File: src/rtl/memory_arbiter_pkg.sv
// Shared types and constants for the fetch/data memory port arbiter.
package memory_arbiter_pkg;

  typedef logic [31:0] regval_t;

  // Word returned to fetch when an instruction access times out.
  localparam regval_t Nop = 32'h8000_0000;

  typedef enum logic [1:0] {
    Idle  = 2'd0,
    Instr = 2'd1,
    Data  = 2'd2
  } arb_state_t;

  function automatic int count_width(input int max_value);
    return (max_value > 0) ? $clog2(max_value + 1) : 1;
  endfunction

endpackage

File: src/rtl/memory_arbiter_access_timer.sv
// Bus access timer: loaded on grant, counts down on each m_wait cycle,
// and flags a timeout when a wait cycle arrives with the budget used up.
module memory_arbiter_access_timer
  import memory_arbiter_pkg::*;
#(
  parameter int MaxWait = 15
) (
  input  logic clock,
  input  logic reset,
  input  logic clear,
  input  logic tick,
  output logic timeout
);

  localparam int CountW = count_width(MaxWait);
  localparam logic [CountW-1:0] Load = CountW'(MaxWait);

  logic [CountW-1:0] remaining;

  always_ff @(posedge clock) begin
    if (reset) begin
      remaining <= '0;
    end else if (clear) begin
      remaining <= Load;
    end else if (tick && (remaining != '0)) begin
      remaining <= remaining - CountW'(1);
    end
  end

  assign timeout = tick && (remaining == '0);

endmodule

File: src/rtl/memory_arbiter.sv
// Shares the single memory port between fetch and the write stage, with
// data priority, a starvation guard, wait-state handling and access timeout.
//
//   state | meaning
//   Idle  | no access in flight, arbitrate this cycle
//   Instr | instruction read on the bus
//   Data  | data load or store on the bus
module memory_arbiter
  import memory_arbiter_pkg::*;
#(
  parameter int MaxWait     = 15,
  parameter int StarveLimit = 4
) (
  input  logic        clock,
  input  logic        reset,
  input  logic        i_request,
  input  logic [31:0] i_address,
  input  logic        i_cancel,
  output logic        i_ready,
  output logic [31:0] i_data,
  output logic        i_error,
  input  logic        d_request,
  input  logic        d_is_writing,
  input  logic [31:0] d_address,
  input  logic [31:0] d_write_data,
  output logic        d_ready,
  output logic [31:0] d_read_data,
  output logic        d_error,
  output logic [31:0] m_address,
  output logic [31:0] m_write_data,
  output logic        m_read_enable,
  output logic        m_write_enable,
  input  logic        m_wait,
  input  logic [31:0] m_read_data
);

  localparam int StarveW = count_width(StarveLimit);
  localparam logic [StarveW-1:0] StarveMax = StarveW'(StarveLimit);

  arb_state_t         state;
  logic [StarveW-1:0] starve;
  logic               drop;
  logic               i_live;
  logic               d_live;
  logic               grant_i;
  logic               grant_d;
  logic               tick;
  logic               timeout;
  logic               finish;
  logic               drop_now;

  // A requester whose ready is high is still showing its finished request.
  always_comb begin
    i_live   = i_request && !i_ready;
    d_live   = d_request && !d_ready;
    grant_d  = (state == Idle) && d_live && ((starve < StarveMax) || !i_live);
    grant_i  = (state == Idle) && !grant_d && i_live && !i_cancel;
    tick     = (state != Idle) && m_wait;
    finish   = (state != Idle) && (!m_wait || timeout);
    drop_now = drop || i_cancel;
  end

  memory_arbiter_access_timer #(.MaxWait(MaxWait)) u_timer (
    .clock   (clock),
    .reset   (reset),
    .clear   (grant_i || grant_d),
    .tick    (tick),
    .timeout (timeout)
  );

  always_ff @(posedge clock) begin
    if (reset) begin
      state          <= Idle;
      starve         <= '0;
      drop           <= 1'b0;
      m_address      <= '0;
      m_write_data   <= '0;
      m_read_enable  <= 1'b0;
      m_write_enable <= 1'b0;
      i_ready        <= 1'b0;
      i_data         <= '0;
      i_error        <= 1'b0;
      d_ready        <= 1'b0;
      d_read_data    <= '0;
      d_error        <= 1'b0;
    end else begin
      i_ready <= 1'b0;
      i_error <= 1'b0;
      d_ready <= 1'b0;
      d_error <= 1'b0;
      case (state)
        Idle: begin
          if (!i_request || grant_i) begin
            starve <= '0;
          end else if (grant_d && i_live) begin
            starve <= starve + StarveW'(1);
          end
          if (grant_d) begin
            state          <= Data;
            m_address      <= d_address;
            m_write_data   <= d_write_data;
            m_read_enable  <= !d_is_writing;
            m_write_enable <= d_is_writing;
            drop           <= 1'b0;
          end else if (grant_i) begin
            state          <= Instr;
            m_address      <= i_address;
            m_read_enable  <= 1'b1;
            m_write_enable <= 1'b0;
            drop           <= 1'b0;
          end
        end
        Instr: begin
          // Memory cannot abort, so a cancelled fetch runs out and is discarded.
          if (i_cancel) begin
            drop <= 1'b1;
          end
          if (finish) begin
            state         <= Idle;
            m_read_enable <= 1'b0;
            if (!drop_now) begin
              i_ready <= 1'b1;
              i_error <= timeout;
              i_data  <= timeout ? Nop : m_read_data;
            end
          end
        end
        Data: begin
          if (finish) begin
            state          <= Idle;
            m_read_enable  <= 1'b0;
            m_write_enable <= 1'b0;
            d_ready        <= 1'b1;
            d_error        <= timeout;
            d_read_data    <= (timeout || m_write_enable) ? '0 : m_read_data;
          end
        end
        default: state <= Idle;
      endcase
    end
  end

endmodule
File: config.mk
export PLATFORM = sky130hd
export DESIGN_NAME = memory_arbiter
export DESIGN_NICKNAME = d
export VERILOG_FILES = /design/src/rtl/memory_arbiter_pkg.sv /design/src/rtl/memory_arbiter_access_timer.sv /design/src/rtl/memory_arbiter.sv
export SDC_FILE = /design/constraint.sdc
export NUM_CORES = 1
export LEC_CHECK = 0
export CORE_MARGIN = 1.5
export CORE_UTILIZATION = 43
export CTS_CLUSTER_DIAMETER = 50
export DETAILED_ROUTE_END_ITERATION = 8
export PLACE_DENSITY = 0.85
export SYNTH_ARGS = -nofsm -noshare
export SYNTH_HDL_FRONTEND = slang
export SYNTH_SLANG_ARGS = --single-unit
File: constraint.sdc
create_clock -name clock -period 4.18 [get_ports clock]
set_input_delay 0.836 -clock clock [delete_from_list [all_inputs] [get_ports clock]]
set_output_delay 0.836 -clock clock [all_outputs]
set_load 0.1 [all_outputs]
==> metrics, run 1 <==
status finished, final reports clean; Congestion Overflow GR 0; Reg clk slew, reported paths around 60 ps; cts bufs inserted 17; worst path bufs/invs 1; Hold EP m_write_data[31]; drt wl/cell roughly 17 um; r2r endpoint m_address[12]; Tot GR Track Use 24.8%; post-DR vias/cell just over 5; Setup Skew 9.48 ps; Core Area 0.0121 sq mm; fraction of registers with async set/reset 0%; synthesized area per cell roughly 10 sq um; final setup fails 0; critical path startpoint category flop; initial core utilization 44.5%; CTS tree yes; critical path arrival about 2100 ps; crit path time final 2910 ps; depth of the most critical reg-to-reg path 6; cell area after synthesis roughly 0.0054 sq mm; CP Capture Type output pin; Seq cells post-synth about 140; Fmax roughly 0.34 GHz; RSZ-0062 raised after global routing no; max-cap violation count 0; WS Path Type reg2out; initial antenna violation count 1; clock root cell clkbuf_16; CP peak stage delay 1190 ps; I/O pin cnt between 200 and 300; Die Wd between 100 and 150 um; crit path max fanout 8; CTS H-tree depth 4; Crit path max-delay family buffers and inverters; Post-synth top flop dfxtp_1; VDD IR max 0.549 mV; class of the worst hold path reg2reg; Final Cycle Share 69.6%; Post-route DRC 0; Initial DRC Count around 360; First-pass DRT Iterations 6; worst-margin pin slew roughly 1100 ps; cells after synthesis 529; # port buffers around 270; register area share after synthesis between 50% and 60%; hold depth 2; clock latency on the worst-skew pair 420 ps; Final Hold Fails 0; crit-path cells clkdlybuf4s50_1; LEAKAGE approximately 0.0033 uW; clk sinks ~140; Area Overhead vs Synth 62.2%; post-DP HPWL ~12000 um; Rel. slew slack about a quarter; Syn Nets about 670; placer congestion estimate a little under 0.9; Setup TNS 0 ps; reg2reg setup slack between 1000 and 1500 ps; vias in the first global route about 5100; Distinct cells, synth 45; first-pass GRT wire length 25500 um; DR vias ~5000; r2r startpoint state[1]; Fin Hold WS 454 ps; number of hold buffers added after cts 0; largest net degree at the start of global routing 77; WL final 16400 um; full die area ~0.013 sq mm; number of setup buffers added after CTS 0; Nets 924; Worst path slowest cell clkdlybuf4s50_1; Post-synth EDFFs 0; count of cells resized by post-cts repair 0; CTS Buffer Depth 2; min-delay src m_write_data[31]; worst path required time around 3300 ps; post-route ant nets 0; pwr dens between 600 and 700 mW/mm^2; Max Slew Vio Count 0; die height about 110 um; Synth warnings 0; Rows 40; share of layout cells above drive strength 1 6.42%
## synthesized netlist by cell type, drive strengths merged (2+ instances only)
library cell,number,area (sq um)
dfxtp,144,2880
nand2,72,270
a22o,63,552
a21oi,45,236
nor2,36,151
a211oi,34,255
mux2i,32,320
buf,24,191
clkbuf,18,67.6
inv,8,30.0
ha,7,87.6
nor3,5,30.0
a31oi,4,25.0
nand3,4,20.0
o21ai,4,20.0
nand3b,3,22.5
o211ai,3,22.5
mux2,2,22.5
nand2b,2,20.0
nor2b,2,12.5
or4b,2,23.8
## metal layers
metal / wire length, um / track usage [%] / up-vias
met5: 0 / 0 / -
met4: 383 / 10.2 / 0
met3: 1650 / 11.4 / 26
met2: 8180 / 43.0 / 223
met1: 6200 / 26.2 / 2324
li1: - / - / 2413
## power by group
| group | internal, uW | switching, uW |
|---|---|---|
| combinational | 625 | 1710 |
| clock | 1070 | 561 |
| sequential | 1560 | 109 |
| total | 3260 | 2380 |
## cells by family after synthesis
| family | count (synthesis) | share of synthesized area [%] |
|---|---|---|
| compound gates | 158 | 21.4 |
| xor+xnor | 2 | 0.325 |
| fa+ha+maj | 7 | 1.62 |
| buf+inv | 50 | 5.36 |
| flops | 144 | 53.5 |
| mux | 34 | 6.36 |
| simple gates | 134 | 11.4 |
## sequential cells by signal (all words and copies together), names as in the netlist, 2 cells and up
signal	flops
m_address	32
m_write_data	32
i_data	32
starve	3
u_timer.remaining	4
d_read_data	32
state	2
## placed cells by master (no fill, tap or decap), types with 2 or more instances in the layout
cell               n
nand3b_1           3
a21oi_1           42
buf_4              7
clkbuf_16         17
clkbuf_1           3
mux2i_1           32
clkinv_2           2
clkdlybuf4s50_1  267
bufinv_16          5
a211oi_1          34
a22o_1            63
nand2_1           71
a21oi_2            3
dfxtp_1          144
clkinv_4           2
nand3_1            4
o21ai_0            4
mux2_2             2
nor3_1             4
nor2b_1            2
a31oi_1            4
o211ai_1           3
nor2_1            34
inv_1              7
ha_1               7
## metrics by stage
| step | total power [uW] | instances | instance area (sq um) | util [%] | setup WS [ps] |
|---|---|---|---|---|---|
| floorplan | 3430 | 529 | 5390 | - | 2100 |
| global placement | 3970 | 931 | 8100 | 66.9 | 1190 |
| detailed placement | 4020 | 931 | 8100 | 66.9 | 1090 |
| CTS | 5670 | 962 | 8740 | 72.1 | 1260 |
| global route | 5850 | 963 | 8740 | 72.2 | 1210 |
| finish | 5640 | 963 | 8740 | 72.2 | 1270 |
## worst max path at each step
stage,startpoint,slack [ps],depth (start not counted),endpoint
3_3_place_gp,i_cancel,1190,5,m_address[10]
6_report,i_ready,1270,1,i_ready
5_1_grt,i_ready,1210,1,i_ready
2_1_floorplan,d_ready,2100,5,m_address[10]
3_5_place_dp,i_cancel,1090,5,m_address[18]
4_1_cts,i_ready,1260,1,i_ready
## cell type report
cell class | count | area [sq um]
Antenna cell | 1 | 2.50
Clock buffer | 21 | 450
Clock inverter | 10 | 185
Fill cell | 857 | 3370
Inverter | 8 | 30.0
Multi-Input combinational cell | 335 | 2230
Sequential cell | 144 | 2880
Tap cell | 168 | 210
Timing Repair Buffer | 276 | 2750
No activity file was read; power rests on OpenSTA's default activity.
==> inputs of run 2 (changes only) <==
--- a/config.mk
+++ b/config.mk
@@ -6,10 +6,10 @@
 export NUM_CORES = 1
 export LEC_CHECK = 0
 export CORE_MARGIN = 1.5
-export CORE_UTILIZATION = 43
+export CORE_UTILIZATION = 40
 export CTS_CLUSTER_DIAMETER = 50
 export DETAILED_ROUTE_END_ITERATION = 8
-export PLACE_DENSITY = 0.85
+export PLACE_DENSITY = 0.8
 export SYNTH_ARGS = -nofsm -noshare
 export SYNTH_HDL_FRONTEND = slang
 export SYNTH_SLANG_ARGS = --single-unit
==> constraint.sdc (replaced) <==
create_clock -name clock -period 2.9 [get_ports clock]
set_input_delay 0.58 -clock clock [delete_from_list [all_inputs] [get_ports clock]]
set_output_delay 0.58 -clock clock [all_outputs]
set_load 0.1 [all_outputs]
==> run 2 against run 1 <==
Against the previous run:
- power up 44%
- via count up 1.6%
- worst hold slack better by 1.7 ps
- clock-buffer cell count down 2
- critical path depth up 5
- combinational power up 42%
- clock skew down 2.5 ps
- sequential cell count unchanged
- critical path type is now reg2reg
==> metrics, run 2 (synthesized netlist as in run 1, its figures left out) <==
drt wl/cell around 16 um; class of the worst hold path reg2reg; LEAKAGE between 0.003 and 0.004 uW; Critical path origin state[0]; post-route ant nets 0; clock latency on the worst-skew pair roughly 420 ps; placer congestion estimate about 0.84; reg2reg setup slack between 400 and 500 ps; largest net degree at the start of global routing 80; crit path time final between 2000 and 2500 ps; Reg clk slew, reported paths 60 ps; Rel. slew slack 15.2%; Worst path slowest cell nor3_4; count of cells resized by post-cts repair 0; min-delay src m_write_data[28]; Rows between 40 and 50; full die area ~0.014 sq mm; Initial DRC Count 257; Setup Skew just under 7 ps; # port buffers 268; Nets just over 900; Inserted Diodes 0; worst path bufs/invs 2; CP peak stage delay roughly 1000 ps; Post-route DRC 0; crit-path cells inv_1 > ha_1 > inv_1 > nand3_1 > nor3_4 > a22o_1; post-DP HPWL 11200 um; pwr dens 955 mW/mm^2; Final Hold Fails 0; Die Wd around 120 um; DR vias around 5100; worst path required time approximately 3300 ps; status finished, final reports clean; Final Cell Area 0.00848 sq mm; critical path startpoint category flop; CTS Buffer Depth 2; clk sinks roughly 140; CP Capture Type flop; number of hold buffers added after cts 0; critical path's most frequent cell inv_1; r2r startpoint state[0]; die height between 100 and 150 um; crit path max fanout 32; Max Slew Vio Count 0; WL final 15700 um; Core Area around 0.013 sq mm; Setup TNS 0 ps; RSZ-0062 raised after global routing no; critical path arrival 2830 ps; Area Overhead vs Synth 57.3%; commonest cells after routing, fill and taps aside 144 x dfxtp_1, 144 x buf_4, 133 x clkdlybuf4s50_1, 71 x nand2_1, 63 x a22o_1; Fmax around 0.4 GHz; First-pass DRT Iterations 4; vias in the first global route approximately 5000; VDD IR max between 0.6 and 0.7 mV; number of setup buffers added after CTS 0; Final Cycle Share between 80 and 90%; first-pass GRT wire length around 25000 um; cts bufs inserted 17; CTS H-tree depth 4; share of layout cells above drive strength 1 a little under a quarter; initial antenna violation count 0; max-cap violation count 0; WS Path Type reg2reg; Congestion Overflow GR 0; worst-margin pin slew 1270 ps; I/O pin cnt 269; final setup fails 0; clock root cell clkbuf_16; initial core utilization 40.9%; Crit path max-delay family simple AND/OR/NAND/NOR gates; post-DR vias/cell around 5.2; dpl cell area 0.00784 sq mm; Tot GR Track Use between 20% and 30%; CTS tree yes
run 2: changes by cell type in the layout (fill, tap and decap cells not counted), sizes merged:
cell           delta
buf             +139
clkdlybuf4s50   -134
inv               +3
clkbuf            -2
clkinv            -2
clkinvlp          +1
diode             -1
run 2: report_power, final:
group / switching, uW / internal, uW / total (uW) / leakage, uW
registers: 158 / 2250 / 2410 / 0.00118
logic: 2460 / 872 / 3330 / 0.00208
clock network: 832 / 1530 / 2360 / 0.000304
run 2: worst paths after layout:
check	endpoint	cells after the start
max	d_read_data[18]	6
min	m_write_data[28]	2
max reg2reg	d_read_data[18]	6
min reg2reg	m_write_data[28]	2
run 2: worst reg2reg max path: cells and delay by family (launching register included):
family	cells	cell delay, ps
fa+ha+maj	1	330
flops	1	390
compound gates	1	280
simple gates	2	1160
buf+inv	2	240
run 2: final cells by class:
class                   count  area (sq um)
fillers                  1015          4710
multi-input cells         335          2230
flip-flops and latches    144          2880
repair buffers            281          2480
inverters                   8          30.0
well taps                 176           220
clock inverters            12           205
clock buffers              19           433
run 2: metal layers:
layer  share of wire, %  global-route usage (%)  vias to the layer above
met4                1.5                    7.91                        0
met1                 39                    24.5                     2380
met2                 49                    38.0                      246
li1                   -                       -                     2420
met3                9.6                    8.62                       19
met5                  0                       0                        -
run 2: through the flow:
step | setup WS, ps | hold WS (ps) | instances | total power (uW) | util (%)
final | 424 | 456 | 975 | 8100 | 64.3
after global routing | 222 | 474 | 975 | 8400 | 64.3
after CTS | 449 | 459 | 975 | 8150 | 64.3
after detailed placement | 463 | 450 | 944 | 5770 | 59.4
after global placement | 531 | 442 | 944 | 5710 | 59.4
after floorplan | 819 | 445 | 529 | 4940 | -
==> inputs of run 3 (changes only) <==
--- a/config.mk
+++ b/config.mk
@@ -5,7 +5,7 @@
 export SDC_FILE = /design/constraint.sdc
 export NUM_CORES = 1
 export LEC_CHECK = 0
-export CORE_MARGIN = 1.5
+export CAP_MARGIN = 30
 export CORE_UTILIZATION = 40
 export CTS_CLUSTER_DIAMETER = 50
 export DETAILED_ROUTE_END_ITERATION = 8
==> run 3 against run 2 <==
Against the previous run:
- power is 4.0% lower
- final cell count did not move
- clock power down 12%
- non-clock buffer count is 2 lower
- core utilization decreased by 0.69 points
- global-route usage increased by 0.17 points
- critical endpoint is now i_data[23]
- register-to-register slack better by 250 ps
- cell area shrank 1.1%
- worst setup slack better by 250 ps
==> metrics, run 3 (synthesized netlist as in run 1, its figures left out) <==
number of hold buffers added after cts 0; r2r startpoint state[0]; Core Area between 0.01 and 0.015 sq mm; crit path time final around 2200 ps; class of the worst hold path reg2reg; LEAKAGE between 0.003 and 0.004 uW; CP Capture Type flop; initial core utilization 40.9%; WL final around 15000 um; Reg power frac between 30% and 40%; count of cells resized by post-cts repair 0; Clock Power Share between 20% and 30%; clock root cell clkbuf_16; post-route ant nets 0; RSZ-0062 raised after global routing no; min-delay src m_write_data[4]; final worst slack 679 ps; post-DP HPWL approximately 11000 um; crit-path cells inv_1 > ha_1 > or4b_4 > nand2b_4 > nor2_8 > a22o_1; Power, Total ~8000 uW; Die Wd between 100 and 150 um; max-cap violation count 0; Area Overhead vs Synth 55.6%; commonest cells after routing, fill and taps aside 144 x dfxtp_1, 143 x buf_4, 133 x clkdlybuf4s50_1, 71 x nand2_1, 63 x a22o_1; Setup TNS 0 ps; clk sinks around 140; number of setup buffers added after CTS 0; CTS tree yes; pwr dens ~930 mW/mm^2; initial antenna violation count 1; clock latency on the worst-skew pair approximately 410 ps; commonest non-fill, non-tap cell in the layout dfxtp_1; Tot GR Track Use 22.2%; DR vias around 5000; sw frac roughly 45%; post-DR vias/cell 5.14; Rows between 40 and 50; Final Hold Fails 0; Reg clk slew, reported paths ~60 ps; final setup fails 0; drt wl/cell 15.8 um; Combinational Power Share 42.3%; Post-route DRC 0; full die area roughly 0.014 sq mm; I/O pin cnt around 270; CTS Buffer Depth 2; Fin Hold WS 457 ps; worst path required time 3250 ps; Setup Skew ~4.3 ps; Critical path origin state[0]; # port buffers around 270; share of layout cells above drive strength 1 about 24%; CTS H-tree depth 4; critical path arrival 2570 ps; Nets a little over 900; VDD IR max ~0.57 mV; cts bufs inserted 17; First-pass DRT Iterations 5; NetSw roughly 3500 uW; largest net degree at the start of global routing around 100; status finished, final reports clean; first-pass GRT wire length approximately 25000 um; CP peak stage delay ~570 ps; Fmax ~0.45 GHz; Max Slew Vio Count 0; critical path startpoint category flop; die height 118 um; vias in the first global route 5000; placer congestion estimate roughly 0.85; reg2reg setup slack just under 700 ps; Final Cycle Share about three quarters; WS Path Type reg2reg; worst-margin pin slew between 500 and 600 ps; post-place setup slack 455 ps; Worst path slowest cell or4b_4; Rel. slew slack between 60% and 70%; Congestion Overflow GR 0; crit path max fanout 31; Initial DRC Count between 300 and 400; internal power between 4000 and 5000 uW
## run 3: critical path: cells and delay by family (launching register included)
kind,cells,cell delay [ps]
flip-flops,1,390
AND/OR/NAND/NOR,3,1120
buffers and inverters,1,100
AO/OA/AOI/OAI,1,230
adder cells (fa/ha/maj),1,320
## run 3: layout make-up
| class | instances | area, sq um |
|---|---|---|
| repair buffers | 279 | 2450 |
| multi-input cells | 335 | 2230 |
| clock buffers | 18 | 439 |
| well taps | 176 | 220 |
| fillers | 1072 | 4800 |
| clock inverters | 14 | 133 |
| diodes | 1 | 2.50 |
| inverters | 8 | 30.0 |
| flip-flops and latches | 144 | 2880 |
## run 3: path summary, 6_finish.rpt
path,end,depth (start not counted)
worst min-delay path,m_write_data[4],2
worst max-delay path,i_data[23],6
worst min register to register,m_write_data[4],2
worst max register to register,i_data[23],6
## run 3: power by group through the flow
stage	clock network (uW)	logic [uW]	registers (uW)
2_1_floorplan	0	850	4090
3_3_place_gp	0	3240	2430
3_5_place_dp	0	3290	2440
4_1_cts	2130	3300	2410
5_1_grt	2200	3440	2440
6_report	2080	3290	2410
## run 3: per-layer routing
metal,up-vias,part of all wire (%),track usage (%)
met5,-,0,0
met4,0,1.6,8.81
met3,19,7.6,6.78
met1,2358,40,26.1
li1,2420,-,-
met2,214,51,37.5
## run 3: metrics by stage
stage	cell area, sq um	utilization, %	std cells
floorplan	5390	-	529
global placement	7810	59.2	942
finish	8390	63.6	975
detailed placement	7810	59.2	942
CTS	8380	63.6	974
global route	8390	63.6	975
